File: src/rtl/axis_job_ctrl.sv
// Job front-end for the AXI stream DMA core: turns (dir, addr, len) jobs into three cfg beats and tracks per-direction completion.
// Optional stray-beat detection is enabled by defining AXIS_JOB_CTRL_ERR_EN.
module axis_job_ctrl #(
  parameter int CFG_ID_WR  = 1,
  parameter int CFG_ID_RD  = 2,
  parameter int CFG_ADDR   = 23,
  parameter int CFG_DATA   = 24,
  parameter int CFG_AWIDTH = 5,
  parameter int CFG_DWIDTH = 32
) (
  input  logic                  clk,
  input  logic                  rst,
  input  logic                  job_valid,
  output logic                  job_ready,
  input  logic                  job_dir,
  input  logic [CFG_DWIDTH-1:0] job_addr,
  input  logic [CFG_DWIDTH-1:0] job_len,
  output logic [CFG_AWIDTH-1:0] cfg_addr,
  output logic [CFG_DWIDTH-1:0] cfg_data,
  output logic                  cfg_valid,
  input  logic                  wr_beat,
  input  logic                  rd_beat,
  output logic                  wr_busy,
  output logic                  rd_busy,
  output logic                  wr_done,
  output logic                  rd_done,
  output logic                  err_stray
);

  localparam logic [1:0] IDLE = 2'd0;
  localparam logic [1:0] SEL  = 2'd1;
  localparam logic [1:0] ADR  = 2'd2;
  localparam logic [1:0] LEN  = 2'd3;

  logic [1:0]                  state_q, state_d;
  logic                        dir_q, dir_d;
  logic [CFG_DWIDTH-1:0]       addr_q, addr_d;
  logic [1:0]                  busy_q, busy_d;
  logic [1:0]                  done_q, done_d;
  logic [1:0][CFG_DWIDTH-1:0]  cnt_q, cnt_d;
  logic [1:0][CFG_DWIDTH-1:0]  tgt_q, tgt_d;
  logic                        cfg_valid_q, cfg_valid_d;
  logic [CFG_AWIDTH-1:0]       cfg_addr_q, cfg_addr_d;
  logic [CFG_DWIDTH-1:0]       cfg_data_q, cfg_data_d;
  logic [1:0]                  beat;
  logic                        accept;

  assign job_ready = (state_q == IDLE) && !rst && !busy_q[job_dir];
  assign accept    = job_valid && job_ready;
  assign beat      = {rd_beat, wr_beat};

  always_comb begin
    state_d = state_q;
    dir_d   = dir_q;
    addr_d  = addr_q;
    busy_d  = busy_q;
    done_d  = '0;
    cnt_d   = cnt_q;
    tgt_d   = tgt_q;

    // Beats only count while the direction is busy; the last one retires the job.
    for (int d = 0; d < 2; d++) begin
      if (beat[d] && busy_q[d]) begin
        cnt_d[d] = cnt_q[d] + CFG_DWIDTH'(1);
        if (cnt_q[d] + CFG_DWIDTH'(1) == tgt_q[d]) begin
          busy_d[d] = 1'b0;
          done_d[d] = 1'b1;
        end
      end
    end

    case (state_q)
      IDLE: begin
        if (accept) begin
          dir_d           = job_dir;
          addr_d          = job_addr;
          cnt_d[job_dir]  = '0;
          tgt_d[job_dir]  = job_len;
          if (job_len == '0) begin
            done_d[job_dir] = 1'b1;
          end else begin
            busy_d[job_dir] = 1'b1;
            state_d         = SEL;
          end
        end
      end
      SEL:     state_d = ADR;
      ADR:     state_d = LEN;
      LEN:     state_d = IDLE;
      default: state_d = IDLE;
    endcase
  end

  // The cfg bus is registered, so the beat is built from the state being entered.
  always_comb begin
    cfg_valid_d = (state_d != IDLE);
    cfg_addr_d  = '0;
    cfg_data_d  = '0;
    case (state_d)
      SEL: cfg_addr_d = dir_d ? CFG_AWIDTH'(CFG_ID_RD) : CFG_AWIDTH'(CFG_ID_WR);
      ADR: begin
        cfg_addr_d = CFG_AWIDTH'(CFG_ADDR);
        cfg_data_d = addr_d;
      end
      LEN: begin
        cfg_addr_d = CFG_AWIDTH'(CFG_DATA);
        cfg_data_d = tgt_d[dir_d];
      end
      default: ;
    endcase
  end

  always_ff @(posedge clk) begin
    if (rst) begin
      state_q     <= IDLE;
      dir_q       <= 1'b0;
      addr_q      <= '0;
      busy_q      <= '0;
      done_q      <= '0;
      cnt_q       <= '0;
      tgt_q       <= '0;
      cfg_valid_q <= 1'b0;
      cfg_addr_q  <= '0;
      cfg_data_q  <= '0;
    end else begin
      state_q     <= state_d;
      dir_q       <= dir_d;
      addr_q      <= addr_d;
      busy_q      <= busy_d;
      done_q      <= done_d;
      cnt_q       <= cnt_d;
      tgt_q       <= tgt_d;
      cfg_valid_q <= cfg_valid_d;
      cfg_addr_q  <= cfg_addr_d;
      cfg_data_q  <= cfg_data_d;
    end
  end

  assign cfg_valid = cfg_valid_q;
  assign cfg_addr  = cfg_addr_q;
  assign cfg_data  = cfg_data_q;
  assign wr_busy   = busy_q[0];
  assign rd_busy   = busy_q[1];
  assign wr_done   = done_q[0];
  assign rd_done   = done_q[1];

`ifdef AXIS_JOB_CTRL_ERR_EN
  logic err_q, err_d;

  assign err_d = err_q | (wr_beat & ~busy_q[0]) | (rd_beat & ~busy_q[1]);

  always_ff @(posedge clk) begin
    if (rst) err_q <= 1'b0;
    else     err_q <= err_d;
  end

  assign err_stray = err_q;
`else
  assign err_stray = 1'b0;
`endif

endmodule

File: config.mk
export PLATFORM = sky130hd
export DESIGN_NAME = axis_job_ctrl
export DESIGN_NICKNAME = d
export VERILOG_FILES = /design/src/rtl/axis_job_ctrl.sv
export SDC_FILE = /design/constraint.sdc
export NUM_CORES = 1
export LEC_CHECK = 0
export ABC_AREA = 1
export BUFFER_PORTS_ARGS = -buffer_cell sky130_fd_sc_hd__buf_2
export CORE_AREA = 2 2 213 215
export CTS_CLUSTER_DIAMETER = 100
export CTS_CLUSTER_SIZE = 12
export DETAILED_ROUTE_END_ITERATION = 16
export DIE_AREA = 0 0 215 217
export GPL_TIMING_DRIVEN = 0
export PLACE_DENSITY_LB_ADDON = 0.1
export RECOVER_POWER = 50
export SETUP_SLACK_MARGIN = 0.4
export SYNTH_ARGS = -nofsm -noshare
export SYNTH_HDL_FRONTEND = slang
export SYNTH_SLANG_ARGS = --single-unit
File: constraint.sdc
create_clock -name clk -period 5.87 [get_ports clk]
set_input_delay 0.587 -clock clk [delete_from_list [all_inputs] [get_ports clk]]
set_output_delay 0.587 -clock clk [all_outputs]
set_load 0.01 [all_outputs]
==> impl_summary.log <==
[metrics] horizontal die dimension: 215 um
[metrics] Wirelength per Cell: 18.5 um
[metrics] number of rows in the core area: 78
[metrics] Die Outline Area: 46700 um2
[metrics] last weighted congestion value of the routability-driven placer: between 0.8 and 0.9
[metrics] critical path peak fanout: 10
[metrics] dominant synthesized flop cell: dfxtp_1
[metrics] Post-synth EDFFs: 0
[metrics] initial cell density of the core: 0.246
[metrics] post-placement cell count: between 2000 and 2500
[metrics] hold depth: 3
[metrics] post-route antenna net violation count: 0
[metrics] all-layer global routing usage: 0.191
[metrics] net count of the finished layout: about 1900
[metrics] total via count in the routed design: between 10000 and 15000
[metrics] Initial DRC Count: around 670
[metrics] count of cells resized by post-cts repair: 0
[metrics] number of buffers added to fix hold violations after cts: 0
[metrics] cell count after synthesis: 1659
[metrics] worst supply voltage drop on vdd: between 0.2 and 0.25 mV
[metrics] Max Fclk: roughly 280 MHz
[metrics] sequential share of the synthesized area: 0.372
[metrics] clock skew after layout: 0.0159 ns
[metrics] number of detailed-routing iterations run before antenna repair: 5
[metrics] category of the worst setup path launch point: flip-flop
[metrics] Worst Reg-to-Reg Cells: 12
[metrics] WP data required: around 6.3 ns
[metrics] setup_tns: 0 ns
[metrics] min-delay worst type: input port to flip-flop
[metrics] category of the worst setup path capture point: flip-flop
[metrics] cell area after synthesis: 11000 um2
[metrics] relative slew slack: 0.470
[metrics] Total Power Consumption: slightly below 4 mW
[metrics] Top Ports: between 100 and 150
[metrics] post-route clock period utilization: 0.619
[metrics] number of global-route vias before repair: approximately 11000
[metrics] WS Path Type: flip-flop to flip-flop
[metrics] layout cell share with drive strength beyond 1: 0.0898
[metrics] Congestion Overflow GR: 0
[metrics] number of setup violations in the final report: 0
[metrics] total routed wirelength: between 40000 and 50000 um
[metrics] share of synthesized registers carrying an async set or reset: 0
[metrics] syn_area_per_cell: between 6 and 7 um2
[metrics] number of register bits inferred by synthesis: approximately 200
[metrics] number of antenna violations at the first check in global routing: 8
[metrics] clock edge transition at the registers on the reported setup and hold paths: ~0.060 ns
[metrics] total number of clock tree sinks: about 200
[metrics] count of buffers from port buffering: about 110
[metrics] Detail Placement HPWL: 36200 um
[metrics] overall die height: around 220 um
[metrics] vias per cell: about 4.6
[metrics] Core Footprint: 44700 um2
[metrics] DRC errors left: 0
[metrics] post-route non-filler standard cell count: around 2400
[metrics] deepest clock path buffer count: 3
[metrics] post-synth net total: 1736
[metrics] cell area after layout: approximately 13000 um2
[metrics] number of warnings printed during yosys synthesis: 0
[metrics] area added between synthesis and finish: 15.7%
[metrics] number of hold-slack violations in the final timing report: 0
[metrics] Clock Tree Root: clkbuf_16
[metrics] pwr/cell area: 308 nW/um2
[metrics] global-route wire length before repair: approximately 67000 um
[metrics] unrepaired setup endpoints after global routing: false
[metrics] worst-margin pin slew: around 0.8 ns
[metrics] Post-CTS Setup Bufs: 0
[metrics] fin crit period: 3.63 ns
[metrics] outcome: completed
[metrics] H-tree level count: 1
[metrics] Max-cap violations: 0
[metrics] CTS tree: done
[metrics] Netlist cell types: 37
[metrics] worst endpoint data arrival time: around 4.0 ns
[metrics] Max Slew Vio Count: 0
[metrics] Worst-Skew Late Latency: 0.52 ns
[metrics] TritonCTS buffer count: 20
[metrics] static leakage power: approximately 5.4 nW
[metrics] pin count of the biggest net entering global routing: 13
[metrics] area after detailed placement: roughly 12000 um2
[cell families (layout without fill, tap and decap cells)]
logic type | count (synthesis) | count (layout) | synth area share
fa+ha+maj | 7 | 7 | 0.00797
compound gates | 196 | 196 | 0.0992
buf+inv | 236 | 369 | 0.0858
other cells | 1 | 4 | 0.000341
flops | 204 | 204 | 0.372
simple gates | 949 | 949 | 0.370
mux | 43 | 43 | 0.0392
xor+xnor | 23 | 23 | 0.0260
[placed cells by master, fill, tap and decap left out, types with 2 or more instances in the layout]
| cell | n |
|---|---|
| diode_2 | 3 |
| nand3_1 | 145 |
| a21oi_1 | 66 |
| a31oi_1 | 2 |
| buf_6 | 2 |
| nor2_1 | 233 |
| nand2_2 | 6 |
| buf_1 | 3 |
| or2_2 | 35 |
| ha_1 | 7 |
| buf_4 | 2 |
| xor2_1 | 15 |
| mux2i_1 | 43 |
| clkinv_1 | 2 |
| nor2_4 | 6 |
| clkbuf_16 | 21 |
| xnor3_1 | 5 |
| o211ai_1 | 19 |
| nor4_1 | 8 |
| o21ai_0 | 85 |
| inv_1 | 169 |
| nand4_1 | 6 |
| dfxtp_1 | 204 |
| buf_2 | 74 |
| inv_2 | 3 |
| nand3b_1 | 15 |
| nor2_2 | 11 |
| and2_1 | 3 |
| a211oi_1 | 19 |
| xnor2_1 | 2 |
| o21ai_1 | 4 |
| nand2_1 | 480 |
| clkbuf_1 | 93 |
[power breakdown]
group,internal [mW],leakage (nW),switching [mW]
sequential,1.52,1.66,0.101
combinational,0.343,3.53,0.759
clock,0.628,0.259,0.564
[synth_stat cells (15+ instances only)]
master	instances	area, um2
a211oi_1	19	143
a21oi_1	66	330
clkbuf_1	41	154
dfxtp_1	204	4080
inv_1	169	634
mux2i_1	43	430
nand2_1	479	1800
nand3_1	145	726
nand3b_1	15	113
nor2_1	229	860
o211ai_1	19	143
o21ai_0	75	375
or2_2	35	219
xor2_1	15	131
[cell type report]
class | count | area (um2)
fillers | 5191 | 32000
multi-input cells | 1219 | 5920
repair buffers | 112 | 507
clock buffers | 21 | 526
diodes | 3 | 7.51
flip-flops and latches | 204 | 4080
plain buffers | 62 | 262
well taps | 600 | 751
inverters | 174 | 653
[worst max-delay path, cell delays in order (launching register included)]
cell and delay (ns):
dfxtp_1 0.31, inv_1 0.14, ha_1 0.23, and3_1 0.17
clkbuf_1 0.24, nand2_1 0.35, nor2_1 0.60, clkbuf_1 0.63
nand2_1 0.14, o21ai_0 0.19, nand2_1 0.10, nand3_1 0.26
a21oi_1 0.12
[through the flow]
stage,util,setup slack (ns),hold WS (ns)
floorplan,-,3.87,0.452
global placement,0.275,3.06,0.465
detailed placement,0.275,3.08,0.477
CTS,0.287,3.13,0.297
global route,0.284,2.02,0.327
finish,0.284,2.24,0.322
[flip-flops by register name, summed over array words and instances (netlist names)]
| name | count |
|---|---|
| addr_q | 32 |
| busy_q | 2 |
| cfg_addr | 4 |
| cfg_data | 32 |
| cfg_valid | 1 |
| cnt_q | 64 |
| dir_q | 1 |
| done_q | 2 |
| state_q | 2 |
| tgt_q | 64 |
[layer usage]
| metal | vias to the layer above | track usage | part of all wire |
|---|---|---|---|
| li1 | 5547 | - | - |
| met1 | 5131 | 0.258 | 0.47 |
| met2 | 276 | 0.311 | 0.44 |
| met3 | 60 | 0.0363 | 0.062 |
| met4 | 10 | 0.0506 | 0.025 |
| met5 | - | 0 | 0.0014 |
[path summary, 6_finish.rpt]
kind	startpoint	to	slack [ns]
min	job_addr[18]	addr_q[18]$_SDFF_PP0_	0.32
min reg2reg	addr_q[31]$_SDFF_PP0_	addr_q[31]$_SDFF_PP0_	0.48
max	state_q[0]$_SDFF_PP0_	cfg_data[27]$_SDFF_PP0_	2.24
max reg2reg	state_q[0]$_SDFF_PP0_	cfg_data[27]$_SDFF_PP0_	2.24
Power figures use the tool's default switching activity.
